===== config.mk =====
export PLATFORM = sky130hd
export DESIGN_NAME = hydra_egress_scheduler
export DESIGN_NICKNAME = d
export VERILOG_FILES = /design/src/rtl/hydra_egress_scheduler.sv
export SDC_FILE = /design/constraint.sdc
export NUM_CORES = 1
export LEC_CHECK = 0
export CORE_ASPECT_RATIO = 0.6
export CORE_MARGIN = 3
export CORE_UTILIZATION = 23
export DETAILED_ROUTE_END_ITERATION = 8
export PLACE_DENSITY = 0.5
export RECOVER_POWER = 25
export SYNTH_ARGS = -nofsm -noshare
export SYNTH_HDL_FRONTEND = slang
export SYNTH_SLANG_ARGS = --single-unit

===== constraint.sdc =====
create_clock -name clk -period 4 [get_ports clk]
set_input_delay 0.6 -clock clk [delete_from_list [all_inputs] [get_ports clk]]
set_output_delay 0.6 -clock clk [all_outputs]
set_load 0.1 [all_outputs]

===== src/rtl/hydra_egress_scheduler.sv =====
// hydra_egress_scheduler
//
// Per-output-port packet scheduler for the hydra 16-port shared-buffer switch.
// Every downstream ready pulse entitles the port to one packet. The block picks
// which priority queue the read engine drains next, using either strict
// priority (highest index wins) or weighted round robin. Queue p has weight p+1.
// Once a packet is granted, no further grant is issued until the read engine
// reports that packet's end (xfer_done).
//
// Ports
//   clk         single clock
//   rst         asynchronous reset, active-high
//   wrr_enable  1 = weighted round robin, 0 = strict priority
//   queue_vld   bit p set when queue p holds at least one complete packet
//   ready       one-cycle pulse from downstream, one packet per pulse
//   xfer_done   one-cycle pulse from the read engine at the packet's rd_eop
//   grant_vld   one-cycle pulse: start the packet in queue grant_prio
//   grant_prio  selected queue; holds its last value outside grant_vld
//   busy        high whenever a grant is being arbitrated or a packet is in flight
module hydra_egress_scheduler #(
  parameter int NUM_PRIO = 8,
  parameter int PRIO_W   = 3,
  parameter int RDY_W    = 4
) (
  input  logic                clk,
  input  logic                rst,
  input  logic                wrr_enable,
  input  logic [NUM_PRIO-1:0] queue_vld,
  input  logic                ready,
  input  logic                xfer_done,
  output logic                grant_vld,
  output logic [PRIO_W-1:0]   grant_prio,
  output logic                busy
);

  typedef enum logic [2:0] {
    IDLE   = 3'd0,
    ARB    = 3'd1,
    RELOAD = 3'd2,
    GRANT  = 3'd3,
    XFER   = 3'd4
  } state_t;

  state_t              state;
  state_t              state_nxt;

  logic [RDY_W-1:0]    ready_cnt;
  logic [PRIO_W-1:0]   ptr;
  logic                wrr_q;
  logic [PRIO_W:0]     credit [NUM_PRIO];
  logic                grant_wrr;

  logic [PRIO_W-1:0]   strict_sel;
  logic [PRIO_W-1:0]   wrr_sel;
  logic                wrr_found;
  logic [PRIO_W-1:0]   scan_idx;

  logic                load_sel;
  logic [PRIO_W-1:0]   sel;
  logic                sel_wrr;
  logic [PRIO_W:0]     cred_dec;

  // Pending-ready counter increment that sticks at all-ones.
  function automatic logic [RDY_W-1:0] sat_inc(input logic [RDY_W-1:0] v);
    return (v == '1) ? v : v + 1'b1;
  endfunction

  // Initial credit of queue p equals its weight.
  function automatic logic [PRIO_W:0] weight(input int p);
    return (PRIO_W+1)'(p + 1);
  endfunction

  // Highest-index valid queue; also the WRR choice right after a reload,
  // because all credits are then nonzero and the scan starts at the top.
  always_comb begin
    strict_sel = '0;
    for (int p = 0; p < NUM_PRIO; p++) begin
      if (queue_vld[p]) strict_sel = PRIO_W'(p);
    end
  end

  // Downward scan from ptr; the index wraps naturally from 0 to NUM_PRIO-1
  // because NUM_PRIO is a power of two.
  always_comb begin
    wrr_sel   = '0;
    wrr_found = 1'b0;
    scan_idx  = '0;
    for (int i = 0; i < NUM_PRIO; i++) begin
      scan_idx = ptr - PRIO_W'(i);
      if (!wrr_found && queue_vld[scan_idx] && (credit[scan_idx] != '0)) begin
        wrr_found = 1'b1;
        wrr_sel   = scan_idx;
      end
    end
  end

  always_comb begin
    state_nxt = state;
    load_sel  = 1'b0;
    sel       = strict_sel;
    sel_wrr   = 1'b0;
    case (state)
      IDLE: begin
        if ((ready_cnt != '0) && (queue_vld != '0)) state_nxt = ARB;
      end
      ARB: begin
        if (queue_vld == '0) begin
          state_nxt = IDLE;
        end else if (!wrr_enable) begin
          load_sel  = 1'b1;
          sel       = strict_sel;
          state_nxt = GRANT;
        end else if (!wrr_q || !wrr_found) begin
          // WRR just switched on, or every valid queue has spent its credit.
          state_nxt = RELOAD;
        end else begin
          load_sel  = 1'b1;
          sel       = wrr_sel;
          sel_wrr   = 1'b1;
          state_nxt = GRANT;
        end
      end
      RELOAD: begin
        // Arbitration against the freshly reloaded credits happens here, so a
        // reload costs exactly one extra cycle.
        if (queue_vld == '0) begin
          state_nxt = IDLE;
        end else begin
          load_sel  = 1'b1;
          sel       = strict_sel;
          sel_wrr   = 1'b1;
          state_nxt = GRANT;
        end
      end
      GRANT: begin
        state_nxt = XFER;
      end
      XFER: begin
        if (xfer_done) state_nxt = IDLE;
      end
      default: begin
        state_nxt = IDLE;
      end
    endcase
  end

  always_ff @(posedge clk or posedge rst) begin
    if (rst) state <= IDLE;
    else     state <= state_nxt;
  end

  always_ff @(posedge clk or posedge rst) begin
    if (rst) begin
      wrr_q <= 1'b0;
    end else begin
      wrr_q <= wrr_enable;
    end
  end

  // A ready pulse and a grant in the same cycle cancel out.
  always_ff @(posedge clk or posedge rst) begin
    if (rst) begin
      ready_cnt <= '0;
    end else begin
      case ({ready, state == GRANT})
        2'b10:   ready_cnt <= sat_inc(ready_cnt);
        2'b01:   ready_cnt <= ready_cnt - 1'b1;
        default: ready_cnt <= ready_cnt;
      endcase
    end
  end

  // The selection is latched on entry to GRANT, so queue_vld changes from
  // then on cannot alter the packet being granted.
  always_ff @(posedge clk or posedge rst) begin
    if (rst) begin
      grant_prio <= '0;
      grant_wrr  <= 1'b0;
    end else if (load_sel) begin
      grant_prio <= sel;
      grant_wrr  <= sel_wrr;
    end
  end

  assign cred_dec = credit[grant_prio] - 1'b1;

  always_ff @(posedge clk or posedge rst) begin
    if (rst) begin
      ptr <= PRIO_W'(NUM_PRIO - 1);
      for (int p = 0; p < NUM_PRIO; p++) credit[p] <= weight(p);
    end else if (state == RELOAD) begin
      ptr <= PRIO_W'(NUM_PRIO - 1);
      for (int p = 0; p < NUM_PRIO; p++) credit[p] <= weight(p);
    end else if ((state == GRANT) && grant_wrr) begin
      credit[grant_prio] <= cred_dec;
      // Stay on a queue that still has credit; otherwise move below it.
      ptr <= (cred_dec != '0) ? grant_prio : grant_prio - 1'b1;
    end
  end

  assign grant_vld = (state == GRANT);
  assign busy      = (state != IDLE);

endmodule


==> impl_metrics.env <==
export IMPL_status="finished, violations left"
export IMPL_violations="max-capacitance violations, max-slew violations"
export IMPL_drt_iter0_drc=405
export IMPL_synth_seq_cells=47
export IMPL_grt_pass1_vias=3372
export IMPL_grt_overflow=0
export IMPL_setup_viol=0
export IMPL_port_buffers=17
export IMPL_synth_area_leaders="dfrtp_1 21%, dfstp_2 11%, mux4_2 6.1%, nand2_1 5.0%, mux2i_1 4.9%"
export IMPL_cts_root_buf="clkbuf_16"
export IMPL_dp_slack_ps=398
export IMPL_multi_input_area_um2=2310
export IMPL_row_count=35
export IMPL_skew_ps=8.52
export IMPL_synth_fp_nets=442
export IMPL_antenna_found_initial=0
export IMPL_cts_setup_buffers=0
export IMPL_arrival_ps=3740
export IMPL_synth_area_leader_cell="dfrtp_1"
export IMPL_synth_cells=421
export IMPL_cts_resized=0
export IMPL_postSynthAreaPerCell_um2=8.78
export IMPL_area_sequential_um2=1200
export IMPL_drv_slew=48
export IMPL_crit_path_end_kind="flip-flop"
export IMPL_crit_path_top_delay_cell="dfstp_2"
export IMPL_hold_class="flip-flop to flip-flop"
export IMPL_crit_chain="inv_1, ha_1, inv_1, mux2i_1, o211ai_1, mux2i_1, nor2_1, a31oi_1, nand2_1, nand4b_1, a22o_1"
export IMPL_grt_setup_unrepaired="no"
export IMPL_cts_max_level=2
export IMPL_fin_crit_sh_pct=88.8
export IMPL_r2r_slack_ps=450
export IMPL_period_minus_slack_ps=3550
export IMPL_async_reset_ff_share_pct=100
export IMPL_tns_ps=0
export IMPL_finalNetCount=458
export IMPL_nFillCells=1664
export IMPL_detailed_place_hpwl_um=9690
export IMPL_final_antenna_net_count=0
export IMPL_cts_tree="done"
export IMPL_maxCapViolCount=1
export IMPL_grt_pass1_wl_um=20200
export IMPL_crit_type="flip-flop to flip-flop"
export IMPL_synth_edf_count=0
export IMPL_grt_usage_pct=14.8
export IMPL_core_area_um2=15500
export IMPL_postLayoutCoreUtil_pct=27.3
export IMPL_syn_area_um2=3700
export IMPL_ys_flop_type="dfrtp_1"
export IMPL_viasPerCell=5.48
export IMPL_yosysMostFrequentCell="nand2_1"
export IMPL_worstMarginPinSlew_ps=1830
export IMPL_drc_errors=0
export IMPL_grt_max_degree=48
export IMPL_routed_wl_um=12800
export IMPL_die_area_um2=17700
export IMPL_max_clock_freq_mhz=282
export IMPL_ys_warn_count=0
export IMPL_cts_made_buffers=5
export IMPL_cpPeakStageDelay_ps=530
export IMPL_yosysTopAreaCellShare_pct=21.0
export IMPL_io_pins=18
export IMPL_synth_common_cells="49 x nand2_1, 45 x nor2_1, 32 x a21oi_1"
export IMPL_finalWorstSetupSlack_ps=448
export IMPL_postCtsHoldBufs=0
export IMPL_initial_core_util_pct=23.8
export IMPL_wire_per_inst_um=19.9
export IMPL_hold_viol_final=0
export IMPL_cp_start_kind="flip-flop"
export IMPL_yosysSeqAreaShare_pct=32.4
export IMPL_worstPathMaxFanout=7
export IMPL_cts_sink_count=47
export IMPL_cts_buffer_depth=2
export IMPL_vias=3513
export IMPL_synthToLayoutAreaGrowth_pct=14.9
export IMPL_routabilityCongestion=0.899
export IMPL_clkLatencyLatePin_ps=300
export IMPL_synth_cell_type_count=67
export IMPL_relSlewSlack_pct=-22.4
export IMPL_drt_first_pass_iters=5
export IMPL_cts_clk_slew_worst_paths_ps=70
export IMPL_cp_data_required_time_ps=4190
export IMPL_diodes=0
export IMPL_die_w_um=170
export IMPL_drive_gt1_share_pct=14.8
export IMPL_die_h_um=104
## layer usage
layer	vias up	GRT usage, %	share of wire [%]
li1	1610	-	-
met1	1736	24.4	54
met2	156	17.5	36
met3	11	5.51	9.6
met4	0	2.80	0.77
met5	-	0	0
## path summary, 6_finish.rpt
check	startpoint	endpoint	depth (start not counted)
max	ptr[1]	grant_prio[1]	11
min	credit[28]	credit[28]	2
max reg2reg	ptr[1]	grant_prio[1]	11
min reg2reg	credit[28]	credit[28]	2
max in group asynchronous	rst	credit[26]	2
min in group asynchronous	rst	ready_cnt[3]	2
## sequential cells by signal, indices dropped and copies added, names as in the netlist
| register | cells |
|---|---|
| credit | 32 |
| wrr_q | 1 |
| state | 3 |
| ready_cnt | 4 |
| ptr | 3 |
| grant_wrr | 1 |
| grant_prio | 3 |
## logic make-up (layout without fill, tap and decap cells)
| logic type | after synthesis | after routing | share of synthesized area, % |
|---|---|---|---|
| simple gates | 151 | 151 | 19.6 |
| compound gates | 133 | 133 | 25.3 |
| flops | 47 | 47 | 32.4 |
| buf+inv | 41 | 58 | 5.21 |
| mux | 32 | 32 | 12.5 |
| xor+xnor | 9 | 9 | 2.13 |
| fa+ha+maj | 8 | 8 | 2.91 |
## cells in the final DEF, fill, tap and decap left out, types with 9 or more instances in the layout
cell,netlist,final
inv_1,18,18
nor4_1,9,9
buf_4,0,15
dfstp_2,16,16
nand3_1,10,10
mux2i_1,18,18
clkdlybuf4s50_1,0,12
dfrtp_1,31,31
a22o_1,19,19
a21oi_1,32,32
o21ai_0,24,24
nand2_1,49,49
nor2_1,45,45
mux4_2,10,10
## through the flow
step,hold slack (ps),instance area (um2),std cells
after floorplan,453,3700,421
after detailed placement,483,4090,633
after CTS,493,4250,641
final,497,4250,641
after global placement,477,4090,633
after global routing,520,4250,641
## worst max-delay path: cells and delay by family, from the launching register on
kind / cells / cell delay (ps)
AND/OR/NAND/NOR: 3 / 510
buffers and inverters: 2 / 410
multiplexers: 2 / 670
AO/OA/AOI/OAI: 3 / 870
flip-flops: 1 / 530
adder cells (fa/ha/maj): 1 / 440
## area by class of cell
cell class	instances	share of cell area, %
well taps	203	5.98
repair buffers	30	6.04
flip-flops and latches	47	28.2
inverters	20	1.77
multi-input cells	333	54.4
clock buffers	8	3.68
Power is not shown: default switching activity piles up to over one toggle a cycle in this logic, so the estimate is an artifact.
==> patch (config.mk and constraints unchanged) <==
Set the parameter `RDY_W` to 5 (it was 4).
--- a/src/rtl/hydra_egress_scheduler.sv
+++ b/src/rtl/hydra_egress_scheduler.sv
@@ -21,5 +21,5 @@
   parameter int NUM_PRIO = 8,
   parameter int PRIO_W   = 3,
-  parameter int RDY_W    = 4
+  parameter int RDY_W    = 5
 ) (
   input  logic                clk,
Function: no difference found for any inputs over 10 cycles, from zero or initial values and one cycle with rst high; that may be too few to reach the edited logic, so the function may still have changed.
==> patch against the unedited design <==
The run still ends with capacitance limit, slew limit left; worst setup slack got worse by 0.065 ns; critical path depth fell by 1; die area rose by 4.1%; sequential cell count rose by 1; cell area rose by 5.3%; wire length rose by 3.1%; synthesized area rose by 4.3%; fmax fell by 1.8%; critical endpoint unchanged.
==> patch: results (changes against the unedited design) <==
- Status: complete, but fails checks
- Failing checks: capacitance limit, slew limit
- Routed vias: 3751 (+6.8%)
- Nets: 474 (+3.5%)
- Hold path startpoint: grant_wrr$_DFFE_PP0P_
- Ranking of synthesized cells by area: dfrtp_1, dfstp_2, o21ai_0
- GRT Util Overall: 14.3% (-0.51 points)
- Yosys warning total: 0 (unchanged)
- Final slew viol count: 49 (+2.1%)
- Synth async-reset ratio: 100% (unchanged)
- Distinct cell type count of the synthesized netlist: 72 (+7.5%)
- Drt wl/cell: 19.5 um (-2.1%)
- Worst setup margin: 0.383 ns (-0.0649 ns)
- Largest net degree at the start of global routing: 49 (+2.1%)
- Slew headroom: -24.8% (-2.4 points)
- Seq/Total Area, Yosys: 31.7% (-0.68 points)
- Origin of the critical flop-to-flop path: ptr[0]$_DFFE_PP1P_
- Iter 0 DRT Violations: 493 (+22%)
- Layout cells sized above 1: 15.9% (+1.1 points)
- HPWL after detailed placement: 10200 um (+5.1%)
- Commonest cells post-synth: o21ai_0, dfrtp_1, nand3_1
- Cts bufs inserted: 5 (unchanged)
- Max-Cap Viols: 1 (unchanged)
- Syn Nets: 457 (+3.4%)
- RePlAce Congestion: 0.935 (+4.0%)
- Vias in the first global route: 3516 (+4.3%)
- Pre-antenna DRT Iters: 6 (+1)
- Largest regs: credit: 32 flops, ready_cnt: 5 flops
- Clk_skew: 0.00972 ns (+0.00120 ns)
- R2R cell count: 10 (-1)
- Initial antenna violation count: 0 (unchanged)
- H-Tree Depth: 2 (unchanged)
- Post-Place Worst Slack: 0.242 ns (-0.156 ns)
- Worst EP arrival: 3.79 ns (+0.05 ns)
- Global-route wire length before repair: 20800 um (+2.9%)
- FILL cells: 1714 (+3.0%)
- Crit-path max FO: 12 (+5)
-- patch: stage by stage --
stage | total power [uW] | instances | cell area [um^2] | hold slack [ns]
after floorplan | 2810 | 435 | 3860 | 0.488
after global placement | 3690 | 667 | 4310 | 0.532
after detailed placement | 3680 | 667 | 4310 | 0.539
after CTS | 4180 | 675 | 4470 | 0.554
after global routing | 4520 | 675 | 4470 | 0.596
final | 4230 | 675 | 4470 | 0.551
-- patch: cell type report --
cell class                      instances  share of cell area, %
Timing Repair Buffer                   30                   5.99
Sequential cell                        48                   27.3
Tap cell                              222                   6.21
Inverter                               13                   1.09
Clock buffer                            6                   2.88
Clock inverter                          2                  0.783
Multi-Input combinational cell        354                   55.7
-- patch: cell families after synthesis --
| family | Yosys count | synth area share, % |
|---|---|---|
| xor+xnor | 11 | 2.50 |
| mux | 29 | 9.93 |
| simple gates | 179 | 25.9 |
| flops | 48 | 31.7 |
| compound gates | 126 | 23.1 |
| fa+ha+maj | 9 | 3.11 |
| buf+inv | 33 | 3.80 |
-- patch: power by group through the flow --
stage / clock [uW] / sequential (uW) / combinational, uW
2_1_floorplan: 0 / 900 / 1910
3_3_place_gp: 0 / 930 / 2760
4_1_cts: 493 / 919 / 2770
6_report: 485 / 924 / 2820
3_5_place_dp: 0 / 926 / 2750
5_1_grt: 516 / 955 / 3050
-- patch: routing by layer --
layer | GRT usage (%) | share of wire [%]
met5 | 0 | 0
met1 | 23.4 | 53
met2 | 18.8 | 38
met3 | 3.64 | 8.5
met4 | 1.50 | 0.37
-- patch: worst min path at each step --
stage | slack [ns] | cells past startpoint | to
2_1_floorplan | 0.49 | 1 | grant_wrr$_DFFE_PP0P_
3_3_place_gp | 0.53 | 1 | grant_wrr$_DFFE_PP0P_
3_5_place_dp | 0.54 | 1 | grant_wrr$_DFFE_PP0P_
4_1_cts | 0.55 | 1 | grant_wrr$_DFFE_PP0P_
5_1_grt | 0.60 | 1 | grant_wrr$_DFFE_PP0P_
6_report | 0.55 | 1 | grant_wrr$_DFFE_PP0P_
-- patch: worst max-delay path, delay by kind of cell (launching register included) --
family	cells	cell delay [ns]
buf+inv	1	0.09
fa+ha+maj	1	0.46
simple gates	4	1.31
compound gates	4	1.10
flops	1	0.54
